## src/rtl/int_ctrl.sv

```systemverilog
// int_ctrl: collects N peripheral interrupt lines, latches their rising edges
// as pending, and presents one IRQ and one FIQ request (with the winning
// source ID) to the CPU control FSM. Each class has its own request/service
// FSM that is released by a software EOI write.

// One request/service FSM for a single interrupt class (IRQ or FIQ).
module int_ctrl_class #(
    parameter int N   = 8,
    parameter int IDW = 3
) (
    input  logic           clk,
    input  logic           rst,
    input  logic [N-1:0]   cand,
    input  logic [N-1:0]   enable,
    input  logic [N-1:0]   route,
    input  logic           inta,
    input  logic           eoi,
    output logic           req,
    output logic [IDW-1:0] id,
    output logic [N-1:0]   ack_clr
);

    typedef enum logic [1:0] {
        ST_IDLE,
        ST_ASSERT,
        ST_SERVICE
    } state_t;

    state_t         state;
    state_t         next_state;
    logic [IDW-1:0] next_id;
    logic [IDW-1:0] win_id;
    logic           win_valid;
    logic           still_valid;

    // The presented source stays legal only while it is enabled and still routed here.
    assign still_valid = enable[id] & route[id];

    // Lowest-index candidate wins; scanning downwards leaves the lowest set bit last.
    always_comb begin
        win_valid = 1'b0;
        win_id    = '0;
        for (int i = N - 1; i >= 0; i--) begin
            if (cand[i]) begin
                win_valid = 1'b1;
                win_id    = IDW'(i);
            end
        end
    end

    // Next-state logic; the ID is frozen while asserting, and an ack beats a withdrawal.
    always_comb begin
        next_state = state;
        next_id    = id;
        ack_clr    = '0;
        case (state)
            ST_IDLE: begin
                if (win_valid) begin
                    next_state = ST_ASSERT;
                    next_id    = win_id;
                end
            end
            ST_ASSERT: begin
                if (inta) begin
                    ack_clr    = {{(N - 1){1'b0}}, 1'b1} << id;
                    next_state = ST_SERVICE;
                end else if (!still_valid) begin
                    next_state = ST_IDLE;
                end
            end
            ST_SERVICE: begin
                if (eoi) begin
                    next_state = ST_IDLE;
                end
            end
            default: begin
                next_state = ST_IDLE;
            end
        endcase
    end

    // State register with registered request and ID outputs (ID reads 0 when not requesting).
    always_ff @(posedge clk or posedge rst) begin
        if (rst) begin
            state <= ST_IDLE;
            req   <= 1'b0;
            id    <= '0;
        end else begin
            state <= next_state;
            req   <= (next_state == ST_ASSERT);
            id    <= (next_state == ST_ASSERT) ? next_id : '0;
        end
    end

endmodule

module int_ctrl #(
    parameter int N   = 8,
    parameter int IDW = $clog2(N)
) (
    input  logic           clk,
    input  logic           rst,
    input  logic [N-1:0]   src,
    input  logic           cfg_we,
    input  logic [1:0]     cfg_addr,
    input  logic [N-1:0]   cfg_wdata,
    output logic [N-1:0]   cfg_rdata,
    input  logic           INTA_irq,
    input  logic           INTA_fiq,
    output logic           INT_irq,
    output logic           INT_fiq,
    output logic [IDW-1:0] irq_id,
    output logic [IDW-1:0] fiq_id
);

    localparam logic [1:0] ADDR_ENABLE  = 2'd0;
    localparam logic [1:0] ADDR_FIQ_SEL = 2'd1;
    localparam logic [1:0] ADDR_PENDING = 2'd2;
    localparam logic [1:0] ADDR_EOI     = 2'd3;

    logic [N-1:0] sync1;
    logic [N-1:0] sync2;
    logic [N-1:0] sync3;
    logic [N-1:0] src_rise;

    logic [N-1:0] enable;
    logic [N-1:0] fiq_sel;
    logic [N-1:0] pending;

    logic         wr_enable;
    logic         wr_fiq_sel;
    logic         wr_pending;
    logic         wr_eoi;
    logic         eoi_irq;
    logic         eoi_fiq;
    logic [N-1:0] w1c_mask;

    logic [N-1:0] irq_route;
    logic [N-1:0] irq_cand;
    logic [N-1:0] fiq_cand;
    logic [N-1:0] irq_ack_clr;
    logic [N-1:0] fiq_ack_clr;

    // Two-flop synchronizer followed by a delay flop for edge detection.
    always_ff @(posedge clk or posedge rst) begin
        if (rst) begin
            sync1 <= '0;
            sync2 <= '0;
            sync3 <= '0;
        end else begin
            sync1 <= src;
            sync2 <= sync1;
            sync3 <= sync2;
        end
    end

    assign src_rise = sync2 & ~sync3;

    assign wr_enable  = cfg_we && (cfg_addr == ADDR_ENABLE);
    assign wr_fiq_sel = cfg_we && (cfg_addr == ADDR_FIQ_SEL);
    assign wr_pending = cfg_we && (cfg_addr == ADDR_PENDING);
    assign wr_eoi     = cfg_we && (cfg_addr == ADDR_EOI);
    assign eoi_irq    = wr_eoi & cfg_wdata[0];
    assign eoi_fiq    = wr_eoi & cfg_wdata[1];
    assign w1c_mask   = wr_pending ? cfg_wdata : '0;

    // Software-visible configuration registers.
    always_ff @(posedge clk or posedge rst) begin
        if (rst) begin
            enable  <= '0;
            fiq_sel <= '0;
        end else begin
            if (wr_enable) begin
                enable <= cfg_wdata;
            end
            if (wr_fiq_sel) begin
                fiq_sel <= cfg_wdata;
            end
        end
    end

    // Pending latch: edges set regardless of enable and win over same-cycle W1C or ack clears.
    always_ff @(posedge clk or posedge rst) begin
        if (rst) begin
            pending <= '0;
        end else begin
            pending <= (pending & ~w1c_mask & ~irq_ack_clr & ~fiq_ack_clr) | src_rise;
        end
    end

    assign irq_route = ~fiq_sel;
    assign irq_cand  = pending & enable & irq_route;
    assign fiq_cand  = pending & enable & fiq_sel;

    // Combinational register readback; the EOI address has no storage behind it.
    always_comb begin
        cfg_rdata = '0;
        case (cfg_addr)
            ADDR_ENABLE:  cfg_rdata = enable;
            ADDR_FIQ_SEL: cfg_rdata = fiq_sel;
            ADDR_PENDING: cfg_rdata = pending;
            default:      cfg_rdata = '0;
        endcase
    end

    int_ctrl_class #(
        .N   (N),
        .IDW (IDW)
    ) u_irq (
        .clk     (clk),
        .rst     (rst),
        .cand    (irq_cand),
        .enable  (enable),
        .route   (irq_route),
        .inta    (INTA_irq),
        .eoi     (eoi_irq),
        .req     (INT_irq),
        .id      (irq_id),
        .ack_clr (irq_ack_clr)
    );

    int_ctrl_class #(
        .N   (N),
        .IDW (IDW)
    ) u_fiq (
        .clk     (clk),
        .rst     (rst),
        .cand    (fiq_cand),
        .enable  (enable),
        .route   (fiq_sel),
        .inta    (INTA_fiq),
        .eoi     (eoi_fiq),
        .req     (INT_fiq),
        .id      (fiq_id),
        .ack_clr (fiq_ack_clr)
    );

endmodule
```

## config.mk

```make
export PLATFORM = sky130hd
export DESIGN_NAME = int_ctrl
export DESIGN_NICKNAME = d
export VERILOG_FILES = /design/src/rtl/int_ctrl.sv
export SDC_FILE = /design/constraint.sdc
export NUM_CORES = 1
export LEC_CHECK = 0
export CORE_AREA = 2 2 76 78
export DETAILED_ROUTE_END_ITERATION = 8
export DIE_AREA = 0 0 78 80
export PLACE_DENSITY = 0.76
export SLEW_MARGIN = 20
export SYNTH_ARGS = -nofsm -noshare
export SYNTH_HDL_FRONTEND = slang
export SYNTH_SLANG_ARGS = --single-unit
```

## constraint.sdc

```tcl
create_clock -name clk -period 2.3 [get_ports clk]
set_clock_uncertainty 0.15 [all_clocks]
set_input_delay 0.23 -clock clk [delete_from_list [all_inputs] [get_ports clk]]
set_output_delay 0.23 -clock clk [all_outputs]
set_load 0.01 [all_outputs]
```

# ---- Word level (Yosys, flattened, before mapping)
# Cells that the tools add are included.
dict set report classes {
  bitwise_logic 17
  n_lt_le_gt_ge 2
  reduce_logical 9
  addsub 0
  mux 62
  multipliers 0
  shift 2
  eq_ne 13
  div_mod_pow 0
}
# operator count
set ops {}
lappend ops {{two-way mux 3 bit} 22}
lappend ops {{AND 8 bit} 7}
lappend ops {{two-way mux 8 bit} 5}
lappend ops {{inverter 8 bit} 5}
lappend ops {{case mux 8 bit (3 select lines)} 1}
lappend ops {{two-way mux 1 bit} 20}
lappend ops {{two-way mux 2 bit} 8}
lappend ops {{<< shifter 1 x 3 -> 8 bit (first input constant)} 2}
lappend ops {{binary-select mux 1 bit (select 3 bit)} 4}
lappend ops {{case mux 2 bit (3 select lines)} 2}
lappend ops {{== test 2 x 1 -> 1 bit (second input constant)} 5}
lappend ops {{== test 2 bit (second input constant)} 4}
lappend ops {{less-than comparator 3 x 4 -> 1 bit (second input constant)} 2}
lappend ops {{!= test 2 bit (second input constant)} 4}
lappend ops {{bitwise OR 8 bit} 1}
lappend ops {{logical NOT 2 bit} 3}
lappend ops {{AND 1 bit} 4}
lappend ops {{logical AND 1 bit} 4}
lappend ops {{AND reduction 2 bit} 2}
dict set report totals {
  mem_bits_ro 0
  memories 0
  out_inout_bits 16
  word_cells 117
  regBits 60
  latchBits 0
  ramBits 0
  inputBits 23
}

# ---- Longest topological paths before layout
dict set report depth {
  word_depth 15
  depth_mapped 6
  ltp_nobuf 4
}

# ---- Hierarchy
# A second synthesis with hierarchy kept.
dict set report unflattened {
  hier_cells 271
  area_unflattened_um2 2890.3
}
# mod n_inst seq_area_each_um2 area_per_inst_um2 cells_per_inst
set modules_own_cells {}
lappend modules_own_cells {int_ctrl 1 1201.2 1976.9 149}
lappend modules_own_cells {int_ctrl_class 2 150.1 456.7 61}

# ---- Worst setup path before layout
# No wires, ideal clock.
dict set report synth_timing {
  path_type {register to register}
  from {reg u_fiq.id[2]}
  to {reg u_fiq.req}
  synth_period_minus_slack_ps 1726
  t_arrival_ps 1460
  setup_slack_ps 574
  required_time_ps 2034
  n_path_buf 1
  setup_time_ps 116
  stages_incl_launch_ff 5
  cell_sequence {dfrtp_1 > clkbuf_1 > mux4_1 > nand3b_1 > o311ai_0}
}
dict set report synth_via {
  elab_chain_len 7
  elab_cells_between_ends 9
  classes_between {1 x eq/ne; 7 x mux; 1 x bitwise}
}
# element line
set synth_rtl {}
lappend synth_rtl {{start, declared} 19} ;# output logic [IDW-1:0] id,
lappend synth_rtl {{start signal, assigned} 91} ;# id <= (next_state == ST_ASSERT) ? next_id : '0;
lappend synth_rtl {{binary-select mux 1 bit (select 3 bit)} 37} ;# assign still_valid = enable[id] & route[id];
lappend synth_rtl {{two-way mux 1 bit (not written as such)} 37}
lappend synth_rtl {{AND 1 bit *} 37}
lappend synth_rtl {{two-way mux 2 bit *} 67} ;# end else if (!still_valid) begin
lappend synth_rtl {{two-way mux 2 bit *} 64} ;# if (inta) begin
lappend synth_rtl {{case mux 2 bit (3 select lines) *} 56} ;# case (state)
lappend synth_rtl {{== test 2 x 1 -> 1 bit *} 90} ;# req <= (next_state == ST_ASSERT);
lappend synth_rtl {{end signal, assigned} 90}
lappend synth_rtl {{end, declared} 18} ;# output logic req,
# Every way passes the cells marked *; elsewhere a longest branch is shown, timed or not. The select of a mux whose other input is x is not followed.
# A chain may end at the register's enable or synchronous reset.

# ---- Worst setup path in the final report
dict set report layout_timing {
  from {in cfg_addr[0]}
  to {out cfg_rdata[1]}
}
dict set report layout_via {
  elab_chain_len 2
  elab_cells_between_ends 4
  classes_between {2 x eq/ne; 1 x mux; 1 x reduce/logical}
}
# element line
set layout_rtl {}
lappend layout_rtl {{start, declared} 105} ;# input logic [1:0] cfg_addr,
lappend layout_rtl {{== test 2 bit (tied with other cells)} 198} ;# case (cfg_addr)
lappend layout_rtl {{case mux 8 bit (3 select lines) *} 198}
lappend layout_rtl {{end, declared} 107} ;# output logic [N-1:0] cfg_rdata,
# Every way passes the cells marked *; elsewhere a longest branch is shown, timed or not.

==> impl_metrics.ini <==
[placed_design]
place_congestion = 0.914
hpwl_um = 5070
portBuffers = 38
pre_cts_slack_ps = 103

[worst_setup_path]
crit_arrival_ps = 1830
reg2reg_from = enable[6]
cp_cell_sequence = clkdlybuf4s50_1 > buf_4 > mux2i_1 > o21ai_0 > clkdlybuf4s50_1
crit_path_frequent_cell = clkdlybuf4s50_1
required_ps = 1920
r2r_end = u_irq.req
worstPathMaxFanout = 7
crit_family = buffers and inverters
slowest_delay_ps = 580
critPathKind = input pin to output pin
cp.depth = 5
crit_path_start_kind = input pin
path_buf_inv = 3
r2r_cells = 3
cp_slowest_cell = clkdlybuf4s50_1
regToRegSetupSlack_ps = 480
crit_path_end_kind = output pin

[timing]
report.final.slew_viol_count = 0
slew_headroom = 0.602
setup_ws_ps = 92.5
setup_viol = 0
fmax_mhz = 453
fin_setup_tns_ps = 0
rsz0062_at_grt = false
layout_min_cycle_time_ps = 2210
post-route-period-util = 0.960
tightest_slew_ps = 589
hold_violations = 0

[floorplanning]
io_pins = 39
die_width_um = 78
num_rows = 27
initial_core_util = 0.540
die_height_um = 80
dieArea_mm2 = 0.00624
core_mm2 = 0.00541

[cells_and_area]
fillers = 417
diodes = 0
drive_above_1_share = 0.156
seq_area_mm2 = 0.00150
area_delta_synth_final_pct = 24.1
fin_nets = 339
multiInputGateArea_mm2 = 0.00132

[logic_synthesis]
synth_cell_type_count = 44
synth.most_common_cell = dfrtp_1
synth_top_area_cell = dfrtp_1
synth_commonest_cells = 60 x dfrtp_1, 30 x nand2_1, 21 x o21ai_0
synth.avg_cell_area_um2 = 10.8
syn_inst = 271
synth-edff-count = 0
post_synth_instance_area_mm2 = 0.00292
synth_fp_nets = 294
ys_seq_elements = 60
synth-seq-area-share = 0.514
synth_flop_cell = dfrtp_1
synthArstFlopShare = 1.00
ys_warn_count = 0
synthDominantCellAreaShare = 0.514
ys_top_cells_by_area = dfrtp_1 51%, mux2_2 6.2%, nand2_1 3.9%, o21ai_0 3.6%, mux2i_1 3.4%

[clock_network]
cts_root_buf = clkbuf_8
hold_buffers = 0
htreeDepth = 3
tritoncts = yes
cts_made_buffers = 9
cts_setup_buffers = 0
cts.repair.resized = 0
path_clk_slew_ps = 70
worstSkewPairLatency_ps = 340
cts_buffer_depth = 2
clock-sinks = 60

[grt]
grt_max_degree = 61
grt_pass1_vias = 2259
antenna_found_initial = 0
grt_pass1_wl_um = 11100
grt_use_total = 0.239
grt_overflow_total = 0

[power_and_ir_drop]
comb_power_share = 0.305
power.static_leakage_nw = 1.52
ir_drop_mv = 0.582
p_per_area_mw_per_mm2 = 1030
p_seq_frac = 0.436
clkPwrFrac = 0.259
power_switching_mw = 1.32
intPower_mw = 2.42
p_sw_frac = 0.353

[routing]
wirelength_um = 6800
drt_first_pass_iters = 6
wl_per_cell_um = 17.3
drc = 0
first_iter_violations = 193
vias = 2323
routed_via_density = 5.91
ant_nets = 0

[job]
drv_cap = 0

[min_path]
hold_path_class = input pin to async pin

[outcome]
status = finished clean
power by group through the flow:
stage	combinational (mW)	sequential, mW	clock (mW)
after floorplan	0.806	1.48	0
after global placement	1.12	1.63	0
after detailed placement	1.14	1.64	0
after CTS	1.15	1.62	0.991
after global routing	1.25	1.67	1.04
final	1.14	1.63	0.971
cell type report:
class                      instances  area share
inverter                          13      0.0135
sequential                        60       0.414
timing repair buffer              46       0.125
tap                               72      0.0249
clock inverter                     6      0.0197
multi-input combinational        186       0.365
clock buffer                      10      0.0380
worst min-delay path, cell delays in order:
cell and delay, ps:
clkdlybuf4s50_1 410, inv_2 70, buf_12 280
registers in the layout, indices dropped and copies added, names as in the netlist:
signal,flops
enable,8
u_irq.state,2
u_fiq.id,3
pending,8
u_irq.req,1
sync2,8
sync3,8
sync1,8
u_irq.id,3
u_fiq.req,1
u_fiq.state,2
fiq_sel,8
how the worst max path moves through the flow:
stage                      from      endpoint  slack [ps]
finish              cfg_addr[0]  cfg_rdata[1]          90
global route        cfg_addr[0]  cfg_rdata[4]          40
CTS                 cfg_addr[0]  cfg_rdata[1]         100
detailed placement  cfg_addr[0]  cfg_rdata[1]         100
global placement    cfg_addr[0]  cfg_rdata[2]         120
floorplan                   rst     enable[0]         440
per-layer routing:
layer	global-route usage	vias up	routed length (µm)
met5	0	-	0
met4	0.118	0	192
met3	0.0486	21	334
met2	0.409	80	3350
met1	0.289	1128	2920
li1	-	1094	-
cell usage in the layout (no fill, tap or decap), types with 2 or more instances in the layout:
master            n
a21boi_0          6
a311o_1           2
a31oi_1           5
and3_1            2
and3b_1           3
buf_4             7
clkbuf_8         10
clkdlybuf4s50_1  38
clkinv_4          2
clkinvlp_4        2
dfrtp_1          60
inv_1            12
mux2_2           16
mux2i_1          10
mux4_2            2
nand2_1          30
nand2b_1          7
nand3_1          15
nand3b_1         12
nand4_1           5
nand4b_1          2
nor2_1            5
nor3_1            2
nor3b_1           5
o211ai_1          3
o21ai_0          21
o221ai_1          7
o22ai_1           3
o311ai_0          4
o31ai_1           2
or2_2             2
cell families (layout without fill, tap and decap cells):
family / count (synthesis) / after routing / synth area share
and+or+nand+nor: 98 / 98 / 0.194
DFF: 60 / 60 / 0.514
AOI/OAI and AO/OA: 59 / 59 / 0.139
muxes: 29 / 29 / 0.120
buffers and inverters: 25 / 75 / 0.0330
metrics by stage:
stage	std cells	utilization	hold slack (ps)	area (µm²)	total power, mW
2_1_floorplan	271	-	111	2920	2.29
4_1_cts	393	0.671	129	3620	3.76
3_5_place_dp	377	0.632	185	3420	2.78
5_1_grt	393	0.671	131	3620	3.97
3_3_place_gp	377	0.632	184	3420	2.75
6_report	393	0.671	120	3620	3.74
Note: power is estimated with default switching activity, not from simulation.
